## src/rtl/elevator_pkg.sv

```systemverilog
// Shared constants and types for the elevator call front-end and its controller.
package elevator_pkg;

  localparam int DEF_FLOORS_NUM      = 5;
  localparam int DEF_DEBOUNCE_CYCLES = 4;

  typedef logic [$clog2(DEF_FLOORS_NUM)-1:0] floor_t;

  // Counter must hold 0..cycles-1; one extra code keeps the width sane for cycles==1.
  function automatic int deb_cnt_width(input int cycles);
    return (cycles < 1) ? 1 : $clog2(cycles + 1);
  endfunction

endpackage

```

## src/rtl/button_debouncer.sv

```systemverilog
// One button channel: two-flop synchroniser, consecutive-sample debounce and
// a single-cycle press strobe on each accepted rising edge.
module button_debouncer
  import elevator_pkg::*;
#(
  parameter int DEBOUNCE_CYCLES = DEF_DEBOUNCE_CYCLES
) (
  input  logic clk,
  input  logic rst,
  input  logic btn,
  output logic press
);

  localparam int CW = deb_cnt_width(DEBOUNCE_CYCLES);
  localparam logic [CW-1:0] LAST_CNT = CW'(DEBOUNCE_CYCLES - 1);

  logic          r_s1;
  logic          r_s2;
  logic          r_stable;
  logic          r_stable_q;
  logic [CW-1:0] r_cnt;

  always_ff @(posedge clk) begin
    if (rst) begin
      r_s1       <= 1'b0;
      r_s2       <= 1'b0;
      r_stable   <= 1'b0;
      r_stable_q <= 1'b0;
      r_cnt      <= '0;
    end else begin
      r_s1       <= btn;
      r_s2       <= r_s1;
      r_stable_q <= r_stable;
      if (r_s2 == r_stable) begin
        r_cnt <= '0;
      end else if (r_cnt == LAST_CNT) begin
        r_stable <= r_s2;
        r_cnt    <= '0;
      end else begin
        r_cnt <= r_cnt + 1'b1;
      end
    end
  end

  assign press = r_stable & ~r_stable_q;

endmodule

```

## src/rtl/elevator_call_panel.sv

```systemverilog
// Button front-end: debounced cab/hall/stop presses become one-cycle requests,
// with per-floor pending lamps that clear when the car serves the floor.
module elevator_call_panel
  import elevator_pkg::*;
#(
  parameter int FLOORS_NUM      = DEF_FLOORS_NUM,
  parameter int DEBOUNCE_CYCLES = DEF_DEBOUNCE_CYCLES
) (
  input  logic                          clk,
  input  logic                          rst,
  input  logic [FLOORS_NUM-1:0]         btn_int,
  input  logic [FLOORS_NUM-1:0]         btn_ext,
  input  logic                          btn_stop,
  input  logic [$clog2(FLOORS_NUM)-1:0] curr_floor,
  input  logic                          door,
  output logic [FLOORS_NUM-1:0]         req_int,
  output logic [FLOORS_NUM-1:0]         req_ext,
  output logic                          stop,
  output logic [FLOORS_NUM-1:0]         lamp_int,
  output logic [FLOORS_NUM-1:0]         lamp_ext
);

  localparam int NCH = 2 * FLOORS_NUM + 1;

  logic [NCH-1:0]        w_btn_raw;
  logic [NCH-1:0]        w_press;
  logic [FLOORS_NUM-1:0] w_press_int;
  logic [FLOORS_NUM-1:0] w_press_ext;
  logic                  w_press_stop;
  logic [FLOORS_NUM-1:0] w_served;
  logic [FLOORS_NUM-1:0] w_new_int;
  logic [FLOORS_NUM-1:0] w_new_ext;
  logic [FLOORS_NUM-1:0] w_lamp_int_nxt;
  logic [FLOORS_NUM-1:0] w_lamp_ext_nxt;

  logic [FLOORS_NUM-1:0] r_req_int;
  logic [FLOORS_NUM-1:0] r_req_ext;
  logic                  r_stop;
  logic [FLOORS_NUM-1:0] r_lamp_int;
  logic [FLOORS_NUM-1:0] r_lamp_ext;

  // Channel order: cab buttons, then hall buttons, then stop in the top bit.
  assign w_btn_raw = {btn_stop, btn_ext, btn_int};

  for (genvar g = 0; g < NCH; g++) begin : g_deb
    button_debouncer #(
      .DEBOUNCE_CYCLES(DEBOUNCE_CYCLES)
    ) u_deb (
      .clk  (clk),
      .rst  (rst),
      .btn  (w_btn_raw[g]),
      .press(w_press[g])
    );
  end

  assign w_press_int  = w_press[FLOORS_NUM-1:0];
  assign w_press_ext  = w_press[2*FLOORS_NUM-1:FLOORS_NUM];
  assign w_press_stop = w_press[2*FLOORS_NUM];

  // Out-of-range floor codes compare against no index, so nothing is served.
  always_comb begin
    w_served = '0;
    for (int i = 0; i < FLOORS_NUM; i++) begin
      w_served[i] = door && (int'(curr_floor) == i);
    end
  end

  // A served floor wins over a press in the same cycle: no pulse, lamp off.
  always_comb begin
    w_new_int      = w_press_int & ~r_lamp_int & ~w_served;
    w_new_ext      = w_press_ext & ~r_lamp_ext & ~w_served;
    w_lamp_int_nxt = (r_lamp_int | w_new_int) & ~w_served;
    w_lamp_ext_nxt = (r_lamp_ext | w_new_ext) & ~w_served;
  end

  always_ff @(posedge clk) begin
    if (rst) begin
      r_req_int  <= '0;
      r_req_ext  <= '0;
      r_stop     <= 1'b0;
      r_lamp_int <= '0;
      r_lamp_ext <= '0;
    end else begin
      r_req_int  <= w_new_int;
      r_req_ext  <= w_new_ext;
      r_stop     <= w_press_stop;
      r_lamp_int <= w_lamp_int_nxt;
      r_lamp_ext <= w_lamp_ext_nxt;
    end
  end

  assign req_int  = r_req_int;
  assign req_ext  = r_req_ext;
  assign stop     = r_stop;
  assign lamp_int = r_lamp_int;
  assign lamp_ext = r_lamp_ext;

endmodule

```

## config.mk

```make
export PLATFORM = sky130hd
export DESIGN_NAME = elevator_call_panel
export DESIGN_NICKNAME = d
export VERILOG_FILES = /design/src/rtl/elevator_pkg.sv /design/src/rtl/button_debouncer.sv /design/src/rtl/elevator_call_panel.sv
export SDC_FILE = /design/constraint.sdc
export NUM_CORES = 1
export LEC_CHECK = 0
export ABC_AREA = 1
export ABC_CLOCK_PERIOD_IN_PS = 900
export CORE_ASPECT_RATIO = 1.4
export CORE_UTILIZATION = 52
export CTS_BUF_LIST = sky130_fd_sc_hd__clkbuf_4
export CTS_CLUSTER_DIAMETER = 60
export DETAILED_ROUTE_END_ITERATION = 12
export PLACE_DENSITY_LB_ADDON = 0.2
export SKIP_LAST_GASP = 1
export SLEW_MARGIN = 20
export SYNTH_ARGS = -nofsm -noshare
export SYNTH_HDL_FRONTEND = slang
export SYNTH_HIERARCHICAL = 1
export SYNTH_SLANG_ARGS = --single-unit
```

## constraint.sdc

```tcl
create_clock -name clk -period 0.9 [get_ports clk]
set_input_delay 0.135 -clock clk [delete_from_list [all_inputs] [get_ports clk]]
set_output_delay 0.135 -clock clk [all_outputs]
set_load 0.01 [all_outputs]
```

Word-level counts from Yosys, hierarchy flattened
Index checks and enable logic that the tools add are counted.

word-level totals
  logic and storage cells = 169
  register bits after elaboration = 98
  output and inout port bits = 21
  input port bits = 17

cells by class
  reductions and logical operators = 28
  equality and inequality tests = 26
  $add $sub $neg = 11
  bitwise gates (word level) = 44

operators by type and width
  kind                                            count
  == test 3 x 2 -> 1 bit (second input constant)  12
  adder 3 x 1 -> 3 bit (second input constant)    11
  OR reduction 3 bit                              11
  bitwise AND 5 bit                               6
  inverter 1 bit                                  22
  AND reduction 2 bit                             11
  inverter 5 bit                                  3
  bitwise AND 1 bit                               11
  == test 1 bit                                   11
  OR 5 bit                                        2
  == test 3 bit (second input constant)           3
  logical AND 1 bit                               5
  logical NOT 3 bit                               1

Longest topological paths before layout
  word-level depth = 6
  gate-level depth with buffers = 5

Hierarchy
Netlist, hierarchy kept.

modules (own cells, without submodules)
  module               times used  sequential area each (µm²)  cells an instance  area an instance (µm²)
  button_debouncer     11          140.1                       30                 256.5
  elevator_call_panel  1           420.4                       95                 732.0

Least setup slack after synthesis
OpenSTA, ideal clock, no wires.

  kind = reg-to-reg
  start point = register g_deb[0].u_deb.r_cnt[0]
  end point = register g_deb[0].u_deb.r_cnt[0]
  stages on the path, launching flop included = 6
  buffers on the path = 0
  period minus slack after synthesis = 1.014 ns
  arrival = 0.950 ns
  setup slack = -0.114 ns
  path through = dfxtp_1 -> ha_1 -> ha_1 -> nor2_2 -> nand3_2 -> nor2_1

between the ends
  word-level cells in the longest chain between the ends = 2
  elaborated cells on any way between the ends = 3
  those cells by class = add/sub (1); eq/ne (1); reduce/logical (1)

RTL lines
  element                                                                       RTL line                source
  from (decl)                                                                   button_debouncer.sv:21  logic [CW-1:0] r_cnt;
  from (signal assigned)                                                        button_debouncer.sv:40  r_cnt <= r_cnt + 1'b1;
  parallel branches: the longest is 2 deep, another holds adder 3 x 1 -> 3 bit  -

Parallel ways; which one is timed is not known.
A chain may end at the register's enable or synchronous reset.

Worst setup path after layout
  start point = register r_lamp_int[2] (netlist: lamp_int[2])
  end point = output lamp_int[2]

RTL lines
  element                 RTL line                   source
  from (decl)             elevator_call_panel.sv:39  logic [FLOORS_NUM-1:0] r_lamp_int;
  from (signal assigned)  elevator_call_panel.sv:87  r_lamp_int <= w_lamp_int_nxt;
  to (decl)               elevator_call_panel.sv:19  output logic [FLOORS_NUM-1:0] lamp_int,

No word-level cell between the ends.

==> results.txt <==
core area - 6610 um^2
clock net sink count - 98
Die Ht - 99.8 um
final setup margin - -0.164 ns
setup violators final - 65
R2R Setup Slk - -0.13 ns
Rows - 35
DRC - 0
nets - 527
Initial Util - 0.537
die width - 71.9 um
Skew-Pair Late Insertion Delay - 0.43 ns
Worst EP arrival - 0.93 ns
# diodes - 0
status - complete, but fails checks
DR vias - 2542
maximum clock path buffer count - 2
Inserted Clock Buffers - 9
RD Place Congestion - 0.730
Worst-Margin Slew - 0.204 ns
Leakage Power - 1.93 nW
Hold Path Sink - g_deb[7].u_deb/r_stable
Seq/Total Area, Yosys - 0.552
Starting DRT DRC Count - 92
remaining antenna violation count after routing - 0
post-synth net total - 464
Core Util, Final - 0.717
top post-synthesis cells by area - dfxtp_1 55%, nor2_1 14%, inv_1 8.6%
Final Skew - 0.0150 ns
Final Hold Fails - 0
TritonCTS clock tree - built
slew margin rel. - 0.864
YS warnings - 6
Top Metal Used - met4
syn avg cell area - 8.36 um^2
Tot GR Track Use - 0.176
Synth Instances - 425
vias in the first global route - 2421
RSZ-0062 raised after global routing - true
total die area - 7170 um^2
synth unique cells - 12
most common cell after layout, fill and taps aside - nor2_1
failing checks - negative setup slack
layout cell share with drive strength beyond 1 - 0.367
Hold Crit Start - rst
worst min path class - in -> reg
critical-path cell list - buf_6
DR WL/cell - 9.82 um
Worst R2R Start - g_deb[1].u_deb/r_cnt[0]
fin crit period - 1.06 ns
met3 WL - 209 um
commonest non-fill, non-tap cells in the layout - 123 x nor2_1, 78 x inv_1, 58 x dfxtp_1, 39 x dfxtp_2, 28 x nand2_1
top cell type's share of synthesized area - 0.552
IO Port Bufs - 37
WL final - 5750 um
grt ovf - 0
worst r2r path cells - 5
pre-CTS setup slack - -0.233 ns
Max Transition Viols Final - 0
WP data required - 0.76 ns
kind of cell adding the most delay to the critical path - flip-flops
startpoint types - flop
Worst path slowest cell - dfxtp_2
TritonRoute pass-1 iters - 4
Area Overhead vs Synth - 33.5%
worst r2r dst - g_deb[1].u_deb/r_cnt[2]
WP buf/inv - 1
detailed placement HPWL - 3990 um
maximum vdd drop - 1.21 mV
cell taking the most area after synthesis - dfxtp_1
power density cells - 1500 nW/um^2
DR vias/cell - 4.35
crit-path max FO - 3
slowest stage delay, CP - 0.39 ns
first-pass GRT wire length - 9830 um
CTS clock-pin slew for the worst setup and hold paths - 0.15 ns
Max Cap Violations - 0
fin crit share - 1.18
DRT met1 WL - 2490 um
initial antenna violation count - 0
Critical Path Sink Type - output pin
root buf cell - clkbuf_4
cell area after synthesis - 3550 um^2
metal2 WL - 2950 um
largest net degree at the start of global routing - 32
WHS Path Cells - 3
I/O pin count - 38
WS Path Type - reg -> out
CTS H-tree lvls - 3
Max Fclk - 940 MHz
Yosys reg bits - 98
[per-stage QoR]
stage	instance area, um^2	hold WS (ns)	TNS, ns	total power, mW	instances
2_1_floorplan	3720	0.206	-0.483	4.68	425
3_3_place_gp	4310	0.391	-7.33	4.85	565
4_1_cts	4610	0.106	-6.77	7.17	583
6_report	4740	0.124	-6.24	7.11	585
5_1_grt	4740	0.0974	-9.59	7.42	585
3_5_place_dp	4310	0.393	-9.07	4.86	565
[cells by family after synthesis]
kind of cell             after synthesis  share of synthesized area
AND/OR/NAND/NOR                      211                      0.267
flip-flops                            98                      0.552
buffers and inverters                 94                      0.103
adder cells (fa/ha/maj)               22                     0.0775
[synthesized netlist by cell type, drive strengths merged]
library cell    n
bufinv          1
dfxtp          98
ha             22
inv            93
nand2          44
nand3          11
nor2          145
nor3           11
[sequential cells by signal, summed over array words and instances (netlist names)]
signal,cells
g_deb.u_deb/r_cnt,33
g_deb.u_deb/r_s1,11
g_deb.u_deb/r_s2,11
g_deb.u_deb/r_stable,11
g_deb.u_deb/r_stable_q,11
lamp_ext,5
lamp_int,5
req_ext,5
req_int,5
stop,1
[where the power goes]
part	switching [mW]	internal [mW]
Sequential	0.0367	4.40
Clock	1.42	0.884
Combinational	0.179	0.187
[worst max path at each step]
stage	end	cells past startpoint	startpoint
after floorplan	g_deb[0].u_deb/r_cnt[0]	5	g_deb[0].u_deb/r_cnt[0]
after global placement	lamp_int[3]	6	door
after detailed placement	lamp_int[3]	6	door
after CTS	lamp_int[2]	1	lamp_int[2]
after global routing	lamp_int[2]	1	lamp_int[2]
final	lamp_int[2]	1	lamp_int[2]
[worst min-delay path, delay by kind of cell]
family        cells  cell delay (ns)
simple gates      1             0.05
buf+inv           2             0.33
[layer usage]
metal	vias up	track usage
li1	1361	-
met5	-	0
met2	36	0.316
met1	1137	0.194
met4	0	0.0724
met3	8	0.0452
[final cells by class]
cell class	count	area (um^2)
Sequential cell	98	2010
Fill cell	490	1870
Multi-Input combinational cell	233	1600
Timing Repair Buffer	52	500
Inverter	94	369
Tap cell	92	115
Clock buffer	10	75.1
Clock inverter	6	66.3
[repair_timing]
| item | in CTS | in global routing |
|---|---|---|
| endpoints found under the hold margin | 1 | 0 |
| pin swaps | 15 | 21 |
| setup buffers | 1 | 2 |
| endpoints found under the setup margin | 65 | 71 |
| gates resized for setup | 144 | 37 |
| hold buffers | 1 | 0 |
(Power assumes the default switching activity.)
